File: config.mk
export PLATFORM = sky130hd
export DESIGN_NAME = sseg_scan_mux_flat
export DESIGN_NICKNAME = d
export VERILOG_FILES = /design/src/rtl/sseg_scan_mux_if.sv /design/src/rtl/sseg_scan_mux.sv /design/src/flat_wrapper.sv
export SDC_FILE = /design/constraint.sdc
export NUM_CORES = 1
export LEC_CHECK = 0
export ABC_CLOCK_PERIOD_IN_PS = 1800
export BUFFER_PORTS_ARGS = -buffer_cell sky130_fd_sc_hd__buf_2
export CAP_MARGIN = 20
export CELL_PAD_IN_SITES_DETAIL_PLACEMENT = 1
export CELL_PAD_IN_SITES_GLOBAL_PLACEMENT = 1
export CORE_UTILIZATION = 42
export DETAILED_ROUTE_END_ITERATION = 12
export PLACE_DENSITY_LB_ADDON = 0.1
export SYNTH_ARGS = -nofsm -noshare
export SYNTH_HDL_FRONTEND = slang
export SYNTH_SLANG_ARGS = --single-unit
File: constraint.sdc
create_clock -name clk -period 1.8 [get_ports clk]
set_clock_uncertainty 0.1 [all_clocks]
set_input_delay 0.09 -clock clk [delete_from_list [all_inputs] [get_ports clk]]
set_output_delay 0.09 -clock clk [all_outputs]
set_load 0.005 [all_outputs]
File: src/rtl/sseg_scan_mux_if.sv
// Bundle between a pattern generator and the scan multiplexer: pattern/strobe
// inputs toward the mux, multiplexed display pins and status back out.
interface sseg_scan_mux_if;
  // load is a one-cycle capture strobe with no ready: every cycle where load=1
  // is accepted, either into staging or (at a frame boundary) straight into
  // the shadow register.
  logic [6:0] in0;
  logic [6:0] in1;
  logic [6:0] in2;
  logic [6:0] in3;
  logic [3:0] dp_in;
  logic       load;
  logic [3:0] blank;
  logic [3:0] an;
  logic [6:0] sseg;
  logic       dp;
  logic       frame_tick;
  logic       pending;

  modport master (
    output in0, in1, in2, in3, dp_in, load, blank,
    input  an, sseg, dp, frame_tick, pending
  );

  modport slave (
    input  in0, in1, in2, in3, dp_in, load, blank,
    output an, sseg, dp, frame_tick, pending
  );
endinterface

File: src/rtl/sseg_scan_mux.sv
// Four-digit seven-segment scan multiplexer with frame-synchronous double
// buffering and a per-slot anode guard interval against ghosting.
module sseg_scan_mux #(
  parameter int REFRESH_BITS = 18,
  parameter int GUARD_CYCLES = 16
) (
  input logic           clk,
  input logic           reset,
  sseg_scan_mux_if.slave bus
);
  localparam int N = REFRESH_BITS;
  localparam logic [N-3:0] GUARD = GUARD_CYCLES[N-3:0];
  localparam logic [N-1:0] ONE   = {{(N-1){1'b0}}, 1'b1};

  logic [N-1:0] cnt;
  logic [1:0]   slot;
  logic [N-3:0] off;
  logic         boundary;
  logic         dark;

  logic [6:0] live_seg [4];
  logic [6:0] stg_seg  [4];
  logic [3:0] stg_dp;
  logic [6:0] shd_seg  [4];
  logic [3:0] shd_dp;

  logic [3:0] an_q;
  logic [6:0] sseg_q;
  logic       dp_q;
  logic       tick_q;
  logic       pending_q;

  assign slot     = cnt[N-1:N-2];
  assign off      = cnt[N-3:0];
  assign boundary = &cnt;
  assign dark     = (off < GUARD) || bus.blank[slot];

  always_comb begin
    live_seg[0] = bus.in0;
    live_seg[1] = bus.in1;
    live_seg[2] = bus.in2;
    live_seg[3] = bus.in3;
  end

  always_ff @(posedge clk) begin
    if (reset) begin
      cnt       <= '0;
      an_q      <= 4'b1111;
      sseg_q    <= 7'b1111111;
      dp_q      <= 1'b1;
      tick_q    <= 1'b0;
      pending_q <= 1'b0;
      stg_dp    <= 4'b1111;
      shd_dp    <= 4'b1111;
      for (int i = 0; i < 4; i++) begin
        stg_seg[i] <= 7'b1111111;
        shd_seg[i] <= 7'b1111111;
      end
    end else begin
      cnt    <= cnt + ONE;
      tick_q <= boundary;

      // A load coinciding with the boundary bypasses staging so it is not lost.
      if (boundary) begin
        if (bus.load) begin
          shd_seg <= live_seg;
          shd_dp  <= bus.dp_in;
        end else if (pending_q) begin
          shd_seg <= stg_seg;
          shd_dp  <= stg_dp;
        end
        pending_q <= 1'b0;
      end else if (bus.load) begin
        stg_seg   <= live_seg;
        stg_dp    <= bus.dp_in;
        pending_q <= 1'b1;
      end

      if (dark) begin
        an_q   <= 4'b1111;
        sseg_q <= 7'b1111111;
        dp_q   <= 1'b1;
      end else begin
        an_q   <= ~(4'b0001 << slot);
        sseg_q <= shd_seg[slot];
        dp_q   <= shd_dp[slot];
      end
    end
  end

  assign bus.an         = an_q;
  assign bus.sseg       = sseg_q;
  assign bus.dp         = dp_q;
  assign bus.frame_tick = tick_q;
  assign bus.pending    = pending_q;
endmodule

File: src/flat_wrapper.sv
// flat-port wrapper written by rule: the top's interface ports become plain ports
module sseg_scan_mux_flat 
#(
  parameter int REFRESH_BITS = 18,
  parameter int GUARD_CYCLES = 16
)
  (clk, reset, bus_in0, bus_in1, bus_in2, bus_in3, bus_dp_in, bus_load, bus_blank, bus_an, bus_sseg, bus_dp, bus_frame_tick, bus_pending);
  sseg_scan_mux_if bus_i ();
  input logic clk;
  input logic reset;
  input wire logic [$bits(bus_i.in0)-1:0] bus_in0;
  input wire logic [$bits(bus_i.in1)-1:0] bus_in1;
  input wire logic [$bits(bus_i.in2)-1:0] bus_in2;
  input wire logic [$bits(bus_i.in3)-1:0] bus_in3;
  input wire logic [$bits(bus_i.dp_in)-1:0] bus_dp_in;
  input wire logic [$bits(bus_i.load)-1:0] bus_load;
  input wire logic [$bits(bus_i.blank)-1:0] bus_blank;
  output wire logic [$bits(bus_i.an)-1:0] bus_an;
  output wire logic [$bits(bus_i.sseg)-1:0] bus_sseg;
  output wire logic [$bits(bus_i.dp)-1:0] bus_dp;
  output wire logic [$bits(bus_i.frame_tick)-1:0] bus_frame_tick;
  output wire logic [$bits(bus_i.pending)-1:0] bus_pending;
  assign bus_i.in0 = bus_in0;
  assign bus_i.in1 = bus_in1;
  assign bus_i.in2 = bus_in2;
  assign bus_i.in3 = bus_in3;
  assign bus_i.dp_in = bus_dp_in;
  assign bus_i.load = bus_load;
  assign bus_i.blank = bus_blank;
  assign bus_an = bus_i.an;
  assign bus_sseg = bus_i.sseg;
  assign bus_dp = bus_i.dp;
  assign bus_frame_tick = bus_i.frame_tick;
  assign bus_pending = bus_i.pending;
  sseg_scan_mux #(.REFRESH_BITS(REFRESH_BITS), .GUARD_CYCLES(GUARD_CYCLES)) u_core (.clk(clk), .reset(reset), .bus(bus_i));
endmodule
## Word level (Yosys, flattened, before mapping)

Index checks and enable logic that the tools add are counted.

| storage, ports and cells | value |
|---|---|
| input bits | 39 |
| register bits | 96 |
| logic and storage cells | 42 |
| output and inout port bits | 14 |

| cells by class | value |
|---|---|
| bitwise gates (word level) | 3 |
| mux-type cells | 11 |
| add/sub/neg operators | 1 |
| shifts and indexed selects | 1 |
| reduce and logical (&&, ||, !) cells | 7 |
| order comparisons | 3 |

Operator list:

| cell | count |
|---|---|
| $mux W28 | 2 |
| $reduce_and A19 Y1 | 1 |
| $add A18 B1 Y18 const B | 1 |
| $reduce_and A18 Y1 | 1 |
| $lt A16 B5 Y1 const B | 1 |
| $bmux W7 S2 | 1 |
| $mux W7 | 2 |
| $mux W4 | 2 |
| $bmux W1 S2 | 2 |
| $not A4 Y4 | 1 |
| $reduce_or A2 Y1 | 2 |
| $shl A1 B2 Y4 const A | 1 |
| $ge A3 B3 Y1 const B | 1 |
| $lt A2 B3 Y1 const B | 1 |
| $not A2 Y3 | 1 |
| $mux W1 | 2 |
| $reduce_and A2 Y1 | 1 |
| $reduce_bool A2 Y1 | 1 |
| $logic_or A1 B1 Y1 | 1 |
| $not A1 Y1 | 1 |

## Logic depth before layout (Yosys ltp)

Gate-level depths: netlist (run 1).

| logic depth | value |
|---|---|
| depth after elaboration | 4 |
| depth in mapped cells | 7 |
| gate-level depth less buffers | 5 |

## Worst setup path before layout (run 1)

Ideal clock, no wire load.

| path | value |
|---|---|
| kind | reg-to-reg |
| start | reg u_core.cnt[16] |
| end | reg u_core.an_q[3] (netlist: u_core.bus.an[3]) |
| data required time | 1.560 ns |
| library setup time | 0.140 ns |
| arrival time | 1.728 ns |
| buffers on the path | 2 |
| clock period less this slack | 1.968 ns |
| stages on the path, launching flop included | 6 |
| path slack | -0.168 ns |
| cell sequence | dfxtp_1 > buf_2 > mux4_2 > a311oi_1 > clkbuf_1 > nand3_1 |

| on the way | value |
|---|---|
| word-level cells in the longest chain between the ends | 4 |
| elaborated cells between the ends (all ways) | 6 |
| classes of those cells | 1 x shift; 2 x mux; 1 x bitwise; 2 x reduce/logical |

RTL lines:

| item | line | RTL |
|---|---|---|
| from (decl) | sseg_scan_mux.sv:15 | `logic [N-1:0] cnt;` |
| from (signal assigned) | sseg_scan_mux.sv:60 | `cnt <= cnt + ONE;` |
| $bmux W1 S2 | sseg_scan_mux.sv:36 | `assign dark = (off < GUARD) \|\| bus.blank[slot];` |
| $mux W1 (implied by the code) | sseg_scan_mux.sv:36 |  |
| $logic_or A1 B1 Y1 | sseg_scan_mux.sv:36 |  |
| $reduce_or A2 Y1 (no source line) | - |  |
| to (signal assigned) | sseg_scan_mux.sv:84 | `an_q <= ~(4'b0001 << slot);` |
| to (decl) | sseg_scan_mux.sv:27 | `logic [3:0] an_q;` |

Several ways; a longest one is shown, not always the timed one. The select of a mux whose other input is x is not followed.
A chain may end at the register's enable or synchronous reset.

## Worst setup path after layout (run 1)

| path | value |
|---|---|
| start | reg u_core.cnt[2] |
| end | reg u_core.cnt[15] |

| on the way | value |
|---|---|
| word-level cells in the longest chain between the ends | 1 |

RTL lines:

| item | line |
|---|---|
| $add A18 B1 Y18 | sseg_scan_mux.sv:60 |

Every way passes these cells.

==> results of run 1 <==
==> flip-flops by register name (all words and copies together), names as in the netlist <==
name	cells
u_core.shd_seg	28
u_core.stg_seg	28
u_core.cnt	18
u_core.bus.sseg	7
u_core.bus.an	4
u_core.shd_dp	4
u_core.stg_dp	4
u_core.bus.dp	1
u_core.bus.frame_tick	1
u_core.bus.pending	1
==> stage by stage <==
stage                     setup WS (ns)  hold slack [ns]
after floorplan                -0.02768          0.09974
after global placement         -0.07723           0.3298
after global routing            -0.1046          0.08946
final                          -0.06363          0.05342
after CTS                      -0.04159         0.003168
after detailed placement       -0.08425           0.3405
==> synthesized netlist by cell type (2+ instances only) <==
| library cell | n |
|---|---|
| buf_12 | 3 |
| and2_1 | 32 |
| mux4_2 | 9 |
| clkbuf_1 | 27 |
| nand3b_1 | 2 |
| buf_2 | 7 |
| o21ai_0 | 2 |
| xor2_1 | 2 |
| a21oi_1 | 8 |
| nor2b_1 | 2 |
| xnor2_1 | 7 |
| a221o_1 | 32 |
| dfxtp_1 | 96 |
| nand2b_1 | 9 |
| nor3_1 | 4 |
| a21oi_2 | 30 |
| inv_1 | 3 |
| o21ai_1 | 3 |
| nand2_1 | 7 |
| mux2_2 | 33 |
| nor4_2 | 27 |
| or3_1 | 4 |
| nor2_1 | 47 |
| nor4_1 | 9 |
| nand3_1 | 7 |
| buf_6 | 5 |
==> critical path, stage by stage (launching register included) <==
cell	delay, ns
dfxtp_4	0.39
nand3_4	0.08
or4_4	0.59
buf_12	0.18
or3_4	0.33
a21oi_2	0.14
==> worst min path at each step <==
stage / cells after the start / to / slack, ns / from
3_3_place_gp: 3 / u_core.stg_seg[9] / 0.33 / bus_in2[2]
6_report: 3 / u_core.bus.pending / 0.05 / bus_load
2_1_floorplan: 2 / u_core.bus.dp / 0.1 / reset
4_1_cts: 3 / u_core.bus.pending / 0.003 / bus_load
3_5_place_dp: 3 / u_core.stg_seg[9] / 0.34 / bus_in2[2]
5_1_grt: 3 / u_core.stg_seg[5] / 0.09 / bus_load
==> power by group <==
group          switching [µW]  total, µW  internal (µW)
Clock                     777       1320            542
Combinational             217        450            233
Sequential               37.2       2220           2180
Total                    1030       3990           2950
==> cells in the final DEF (no fill, tap or decap), types with 3 or more instances in the layout <==
master and instances:
a21oi_1 5, a21oi_2 32, a221o_1 32, and2_1 32
buf_12 8, buf_2 51, buf_4 33, buf_6 5
clkbuf_8 11, clkinvlp_4 3, dfxtp_1 85, dfxtp_2 9
dlygate4sd3_1 32, inv_1 3, mux2_2 33, mux4_2 9
nand2_1 4, nand2_2 3, nand2b_1 9, nand3_1 7
nor2_1 47, nor3_1 4, nor4_1 5, nor4_2 3
nor4_4 29, o21ai_1 3, or3_4 3, xnor2_1 7
==> layout make-up <==
type                    instances  area (µm²)  share of cell area
clock buffers                  12       145.1             0.02342
repair buffers                133        1131              0.1826
inverters                       3       11.26            0.001817
flip-flops and latches         96        1941              0.3132
multi-input cells             290        2769              0.4469
clock inverters                 4       28.78            0.004645
well taps                     136       170.2             0.02746
==> timing repair <==
action                                  4_1_cts  5_1_grt
endpoints found under the setup margin       78       74
pin swaps                                     4        1
gates resized for setup                      11       17
hold buffers                                 32        0
setup buffers                                 5        2
cloned                                        1        2
hold endpoints to repair                     35        0
==> kinds of logic after synthesis <==
family          after synthesis
compound gates               79
xor+xnor                      9
fa+ha+maj                     1
buf+inv                      47
flops                        96
mux                          42
simple gates                159
==> metal layers <==
| layer | GRT usage | vias to the layer above | share of wire |
|---|---|---|---|
| met5 | 0 | - | 0 |
| li1 | - | 1783 | - |
| met1 | 0.2770 | 1817 | 0.44 |
| met4 | 0.05871 | 0 | 0.010 |
| met2 | 0.4037 | 53 | 0.52 |
| met3 | 0.05532 | 7 | 0.025 |
==> flow_metrics.py, run 1 <==
metrics = {
    "sta": {
        "worst_pin_slew_ns": 0.6961,
        "rsz0062_at_grt": "yes",
        "timing.fmax_mhz": 536.6,
        "timing.final.crit_share": 1.035,
        "period_needed_ns": 1.864,
        "slew_violations": 0,
        "tns_ns": -0.8488,
        "relSlewSlack": 0.5360,
        "setup_ws_ns": -0.06363,
        "finalHoldViolCount": 0,
        "setup_viol_count_final": 48,
    },
    "cells_and_area": {
        "antenna_cells": 0,
        "syn_to_final_growth_pct": 34.24,
        "fin_cells": 674,
        "drive_gt1_frac": 0.4610,
        "design_area_um2": 6196,
        "fillCellCount": 1094,
        "fin_nets": 573,
        "utilization": 0.5896,
    },
    "yosys": {
        "synthAdderAreaFrac": 0.002711,
        "yosys.area.top_type_share": 0.4164,
        "synth.largest_area_cell": "dfxtp_1",
        "synth_top_family_by_area": "simple AND/OR/NAND/NOR gates",
        "ys_ff_latch": 96,
        "synth_cell_type_count": 42,
        "syn_area_per_cell_um2": 10.66,
        "synth_edf_count": 0,
        "synth-simple-area-share": 0.2301,
        "synth-compound-area-share": 0.1480,
        "yosys_warnings": 0,
        "synthMuxAreaShare": 0.1244,
        "syn_nets": 473,
        "yosysSeqAreaShare": 0.4164,
        "synthCells": 433,
        "synth_xor_area_frac": 0.01708,
        "async_reset_ff_frac": 0,
        "syn-cell-area_um2": 4616,
        "synthTopCellsByArea": "dfxtp_1 (42%), mux2_2 (8.1%), nor4_2 (7.3%)",
        "ys.flop_type": "dfxtp_1",
    },
    "detailed_routing": {
        "postRouteAntennaNets": 0,
        "num_vias": 3660,
        "drt-total-wl_mm": 12.43,
        "drc": 0,
        "wl_per_cell_um": 18.45,
        "vias_per_cell": 5.430,
        "drt_first_pass_iters": 6,
        "drtIter0Drc": 115,
    },
    "floorplan": {
        "pin_count": 53,
        "core_area_um2": 10510,
        "dieArea_um2": 11410,
        "start_util": 0.4392,
        "rows": 37,
        "die_height_um": 106.8,
        "dieWidth_um": 106.8,
    },
    "global_routing": {
        "track_usage": 0.2286,
        "overflow": 0,
        "antenna_found_initial": 0,
        "grt_pass1_wl_mm": 19.87,
        "grt_max_degree": 63,
        "grt_pass1_vias": 3837,
    },
    "setup_path": {
        "worst_ep_required_time_ns": 2.01,
        "crit_arrival_ns": 2.08,
        "critical_path.startpoint": "u_core.cnt[2]",
        "crit_fanout": 14,
        "rr_startpoint": "u_core.cnt[2]",
        "end_kind": "flop",
        "endpoint": "u_core.cnt[15]",
        "reg2regPathDepth": 5,
        "cp-start-kind": "flop",
        "crit_type": "flop to flop",
        "rrSetupSlack_ns": -0.06,
        "r2r-end": "u_core.cnt[15]",
    },
    "place": {
        "hpwl_mm": 7.984,
        "placed_area_um2": 5450,
        "place_inst": 616,
        "io_buffers": 52,
        "gp_congestion": 0.8156,
    },
    "cts": {
        "clk_pin_slew_worst_paths_ns": 0.09,
        "htreeDepth": 3,
        "cts-buffers-inserted": 9,
        "cts-root-buf": "clkbuf_8",
        "cts_sinks": 96,
        "clockBufferDepth": 2,
        "clock_latency_ns": 0.38,
        "cts_tree": "done",
    },
    "run": {
        "maxCapViolations": 0,
    },
    "power_and_ir_drop": {
        "total_power_uw": 3986,
        "p_leak_uw": 0.002235,
        "power_density_nw_per_um2": 643.3,
        "max-vdd-ir-drop_mv": 0.5474,
    },
    "status": {
        "violations": "setup timing",
        "outcome": "finished, violations left",
    },
    "worst_hold_path": {
        "hold_class": "input pin to flop",
    },
}
Power figures use the tool's default switching activity.
==> run 2, diff against run 1 <==
--- a/config.mk
+++ b/config.mk
@@ -12,7 +12,9 @@
 export CELL_PAD_IN_SITES_GLOBAL_PLACEMENT = 1
 export CORE_UTILIZATION = 42
 export DETAILED_ROUTE_END_ITERATION = 12
+export GPL_ROUTABILITY_DRIVEN = 0
 export PLACE_DENSITY_LB_ADDON = 0.1
+export SETUP_SLACK_MARGIN = 0.5
 export SYNTH_ARGS = -nofsm -noshare
 export SYNTH_HDL_FRONTEND = slang
 export SYNTH_SLANG_ARGS = --single-unit
==> run 2 against run 1 <==
Effect of this change:
- the flow still finishes with violations (setup timing)
- sequential power about the same
- non-clock buffer count unchanged
- via count increased by 1.8%
- critical path depth unchanged
- critical path type unchanged
- critical endpoint is now u_core.cnt[13]
- largest power group unchanged
==> flow_metrics.py, run 2 (synthesis gave the netlist of run 1 again) <==
metrics = {
    "status": {
        "outcome": "finished, violations left",
        "violations": "setup timing",
    },
    "global_routing": {
        "grt_pass1_vias": 3977,
        "grt_pass1_wl_mm": 20.76,
        "overflow": 0,
        "grt_max_degree": 45,
        "track_usage": 0.2354,
        "antenna_found_initial": 0,
    },
    "setup_path": {
        "rrSetupSlack_ns": -0.07,
        "worstPathCellList": "nand3_4 > or4_4 > buf_6 > or3_4 > a21oi_2",
        "cpMaxStageDelayCell": "or4_4",
        "crit_type": "flop to flop",
        "max_stage_delay_ns": 0.61,
        "cp-start-kind": "flop",
        "crit_fanout": 5,
        "crit_arrival_ns": 2.06,
        "worst_ep_required_time_ns": 1.99,
        "end_kind": "flop",
    },
    "power_and_ir_drop": {
        "power_density_nw_per_um2": 636.3,
        "max-vdd-ir-drop_mv": 0.5060,
        "total_power_uw": 4071,
        "p_leak_uw": 0.002381,
    },
    "floorplan": {
        "pin_count": 53,
        "start_util": 0.4392,
        "dieArea_um2": 11410,
        "dieWidth_um": 106.8,
        "core_area_um2": 10510,
        "die_height_um": 106.8,
        "rows": 37,
    },
    "cts": {
        "cts-buffers-inserted": 9,
        "cts_tree": "done",
        "clock_latency_ns": 0.37,
        "cts-root-buf": "clkbuf_8",
        "clk_pin_slew_worst_paths_ns": 0.10,
        "clockBufferDepth": 2,
        "htreeDepth": 3,
        "cts_sinks": 96,
    },
    "cells_and_area": {
        "mostFrequentLayoutCell": "dfxtp_1",
        "syn_to_final_growth_pct": 38.60,
        "largestRegisters": "u_core.shd_seg (28), u_core.stg_seg (28), u_core.cnt (18)",
        "utilization": 0.6088,
        "design_area_um2": 6397,
        "fin_nets": 576,
        "drive_gt1_frac": 0.4870,
        "antenna_cells": 0,
        "layout_common_cells": "dfxtp_1 (82), buf_2 (51), nor2_1 (47)",
        "fin_cells": 676,
    },
    "place": {
        "place_inst": 616,
        "io_buffers": 52,
        "hpwl_mm": 8.004,
        "placed_area_um2": 5474,
    },
    "run": {
        "maxCapViolations": 0,
    },
    "sta": {
        "setup_viol_count_final": 29,
        "timing.hold.ws_ns": 0.003116,
        "worst_pin_slew_ns": 0.4922,
        "timing.fmax_mhz": 534.0,
        "timing.final.crit_share": 1.040,
        "relSlewSlack": 0.6719,
        "setup_ws_ns": -0.07257,
        "period_needed_ns": 1.873,
        "finalHoldViolCount": 0,
        "rsz0062_at_grt": "yes",
        "slew_violations": 0,
    },
    "detailed_routing": {
        "postRouteAntennaNets": 0,
        "wl_per_cell_um": 19.75,
        "drtIter0Drc": 124,
        "drt_first_pass_iters": 7,
        "vias_per_cell": 5.512,
        "num_vias": 3726,
        "drt-total-wl_mm": 13.35,
        "drc": 0,
    },
    "worst_hold_path": {
        "hold_class": "input pin to flop",
    },
}
[run 2: changes by cell type in the layout (fill, tap and decap cells not counted), sizes merged]
cell	before	now
a21bo	1	4
buf	98	101
clkbuf	15	14
clkinv	0	1
clkinvlp	3	1
dlygate4sd3	32	31
inv	4	3
[run 2: timing repair]
item / 4_1_cts / 5_1_grt
hold endpoints to repair: 31 / 0
pin swaps: 11 / 39
endpoints found under the setup margin: 90 / 90
gates cloned: 3 / 2
gates resized for setup: 31 / 27
buffers inserted: 2 / 7
hold buffers: 31 / 0
[run 2: path summary, 6_finish.rpt]
path / start / cells after the start / to
setup / recovery: u_core.cnt[0] / 5 / u_core.cnt[13]
hold / removal: reset / 2 / u_core.cnt[11]
setup reg to reg: u_core.cnt[0] / 5 / u_core.cnt[13]
hold reg to reg: u_core.cnt[0] / 1 / u_core.cnt[0]
[run 2: critical path, delay by kind of cell, from the launching register on]
| kind | cells | cell delay (ns) |
|---|---|---|
| compound gates | 1 | 0.14 |
| buf+inv | 1 | 0.16 |
| flops | 1 | 0.40 |
| simple gates | 3 | 1.01 |
[run 2: layout make-up]
type | instances | area, µm²
multi-input combinational | 293 | 2917
inverter | 3 | 11.26
tap | 136 | 170.2
sequential | 96 | 1949
clock inverter | 2 | 12.51
timing repair buffer | 133 | 1167
fill | 1088 | 4111
clock buffer | 13 | 170.2
[run 2: per-stage QoR]
stage	setup WS, ns	setup TNS, ns
after floorplan	-0.02767	-0.8137
after global placement	-0.1092	-2.097
after detailed placement	-0.09208	-4.155
after CTS	-0.07553	-1.311
after global routing	-0.1403	-3.213
final	-0.07257	-0.9948
[run 2: per-layer routing]
metal	up-vias	track usage	wire (µm)
met5	-	0	0
met4	0	0.07241	255
met3	16	0.03647	302
met2	52	0.4203	6892
met1	1868	0.2895	5902
li1	1790	-	-
[run 2: where the power goes]
part           leakage [µW]  switching (µW)  internal [µW]  total [µW]
clock             0.0000906             759            618        1380
sequential         0.000793            39.2           2180        2220
combinational       0.00150             230            246         477
==> run 3, diff against run 2 <==
--- a/config.mk
+++ b/config.mk
@@ -10,7 +10,7 @@
 export CAP_MARGIN = 20
 export CELL_PAD_IN_SITES_DETAIL_PLACEMENT = 1
 export CELL_PAD_IN_SITES_GLOBAL_PLACEMENT = 1
-export CORE_UTILIZATION = 42
+export CORE_UTILIZATION = 30
 export DETAILED_ROUTE_END_ITERATION = 12
 export GPL_ROUTABILITY_DRIVEN = 0
 export PLACE_DENSITY_LB_ADDON = 0.1
==> run 3 against run 2 <==
Effect of this change:
- the run still ends with setup timing left
- clock power rose by 50%
- maximum frequency fell by 0.59%
- final cell count rose by 8.7%
- critical path depth did not move
- global-route usage fell by 4.5 points
- core utilization fell by 14 points
- via count rose by 2.1%
- first-iteration DRC count rose by 16%
- sequential power barely moved
- register-to-register slack barely moved
- worst setup slack got worse by 0.011 ns
- hold slack improved by 0.0052 ns
==> flow_metrics.py, run 3 (synthesis gave the netlist of run 1 again) <==
metrics = {
    "setup_path": {
        "crit_fanout": 8,
        "worst_ep_required_time_ns": 1.99,
        "critPathTopFamily": "simple AND/OR/NAND/NOR gates",
        "crit_arrival_ns": 2.07,
        "crit_buf_inv": 1,
        "max_stage_delay_ns": 0.60,
        "crit_type": "flop to flop",
        "worstPathCellList": "nand3_4 > or4_4 > or2_4 > clkbuf_16 > a21oi_2",
        "cpMaxStageDelayCell": "or4_4",
        "cp-start-kind": "flop",
        "end_kind": "flop",
    },
    "cts": {
        "cts_sinks": 96,
        "clock_latency_ns": 0.36,
        "cts-buffers-inserted": 9,
        "cts-root-buf": "clkbuf_16",
        "cts_tree": "done",
        "clockBufferDepth": 2,
        "clk_pin_slew_worst_paths_ns": 0.07,
        "htreeDepth": 3,
    },
    "cells_and_area": {
        "largestRegisters": "u_core.shd_seg (28), u_core.stg_seg (28), u_core.cnt (18)",
        "mostFrequentLayoutCell": "dfxtp_1",
        "fin_nets": 586,
        "drive_gt1_frac": 0.5118,
        "fillCellCount": 1551,
        "utilization": 0.4665,
        "syn_to_final_growth_pct": 49.12,
        "antenna_cells": 0,
        "design_area_um2": 6883,
        "layout_common_cells": "dfxtp_1 (82), buf_2 (51), nor2_1 (46)",
    },
    "global_routing": {
        "gr-usage-met2": 0.3318,
        "met1_usage": 0.2380,
        "use_met3": 0.04545,
        "overflow": 0,
        "grt_max_degree": 44,
        "busiest_layer": "met2",
        "grt_pass1_wl_mm": 22.91,
        "grt_pass1_vias": 4063,
        "track_usage": 0.1907,
        "antenna_found_initial": 0,
    },
    "detailed_routing": {
        "postRouteAntennaNets": 0,
        "drt_first_pass_iters": 4,
        "wl_per_cell_um": 19.87,
        "vias_per_cell": 5.176,
        "num_vias": 3804,
        "drtIter0Drc": 144,
        "drc": 0,
        "drt-total-wl_mm": 14.60,
    },
    "sta": {
        "worst_pin_slew_ns": 0.4789,
        "timing.final.crit_share": 1.046,
        "relSlewSlack": 0.6778,
        "setup_ws_ns": -0.08366,
        "timing.fmax_mhz": 530.9,
        "setup_viol_count_final": 66,
        "finalHoldViolCount": 0,
        "tns_ns": -3.210,
        "slew_violations": 0,
        "timing.hold.ws_ns": 0.008288,
        "rsz0062_at_grt": "yes",
        "period_needed_ns": 1.884,
    },
    "power_and_ir_drop": {
        "power_density_nw_per_um2": 693.2,
        "p_int_uw": 3631,
        "max-vdd-ir-drop_mv": 0.4360,
        "total_power_uw": 4771,
        "seq_power_share": 0.464,
        "pwr-share-clk": 0.434,
        "switchingPower_uw": 1140,
        "comb_power_share": 0.102,
        "sw_frac_of_total": 0.2390,
        "p_leak_uw": 0.002592,
    },
    "place": {
        "io_buffers": 52,
        "hpwl_mm": 8.284,
        "placed_area_um2": 5592,
    },
    "floorplan": {
        "rows": 44,
        "dieWidth_um": 126.0,
        "dieArea_um2": 15890,
        "start_util": 0.3128,
        "core_area_um2": 14750,
        "die_height_um": 126.0,
        "pin_count": 53,
    },
    "status": {
        "violations": "setup timing",
        "outcome": "finished, violations left",
    },
    "worst_hold_path": {
        "hold_class": "input pin to flop",
    },
    "run": {
        "maxCapViolations": 0,
    },
}
run 3: cell count changes in the layout (fill, tap and decap cells not counted), moves of 6 or more:
cell       change
clkbuf_16     +10
buf_4          +8
buf_6          -7
clkbuf_8       -7
a21oi_2        -6
run 3: path summary, 6_finish.rpt:
path | start | to | slack, ns | cells past startpoint
worst max-delay path | u_core.cnt[3] | u_core.shd_seg[18] | -0.08 | 5
worst min-delay path | bus_in3[6] | u_core.stg_seg[6] | 0.008 | 3
worst max register to register | u_core.cnt[3] | u_core.shd_seg[18] | -0.08 | 5
worst min register to register | u_core.cnt[0] | u_core.cnt[0] | 0.37 | 1
run 3: through the flow:
stage | setup slack (ns) | instances
floorplan | -0.02767 | 433
global placement | -0.06507 | 665
detailed placement | -0.1671 | 665
CTS | -0.06995 | 730
global route | -0.1336 | 735
finish | -0.08366 | 735
run 3: cell type report:
cell class / instances / area, µm² / share of cell area
tap: 184 / 230.2 / 0.03345
clock buffer: 14 / 274.0 / 0.03981
timing repair buffer: 144 / 1399 / 0.2032
clock inverter: 2 / 37.54 / 0.005454
inverter: 3 / 11.26 / 0.001636
sequential: 96 / 1949 / 0.2832
multi-input combinational: 292 / 2982 / 0.4332
run 3: tightest hold or removal path, stage by stage:
cell	delay [ns]
buf_2	0.09
and2_1	0.12
a221o_1	0.14
run 3: power by group through the flow:
stage	sequential [µW]	combinational, µW	clock, µW
3_5_place_dp	2270	391	0
6_report	2210	489	2070
2_1_floorplan	2260	272	0
4_1_cts	2220	481	2120
5_1_grt	2220	528	2200
3_3_place_gp	2260	381	0
run 3: timing repair:
item / in CTS / in global routing
pin swaps: 32 / 14
gates resized for setup: 40 / 27
hold buffers: 30 / 0
gates cloned: 6 / 3
endpoints found under the setup margin: 91 / 91
endpoints found under the hold margin: 36 / 0
setup buffers: 13 / 2
run 3: metal layers:
layer | share of wire | wire [µm]
met1 | 0.46 | 6678
met2 | 0.51 | 7398
met3 | 0.027 | 393
met4 | 0.0090 | 131
met5 | 0 | 0
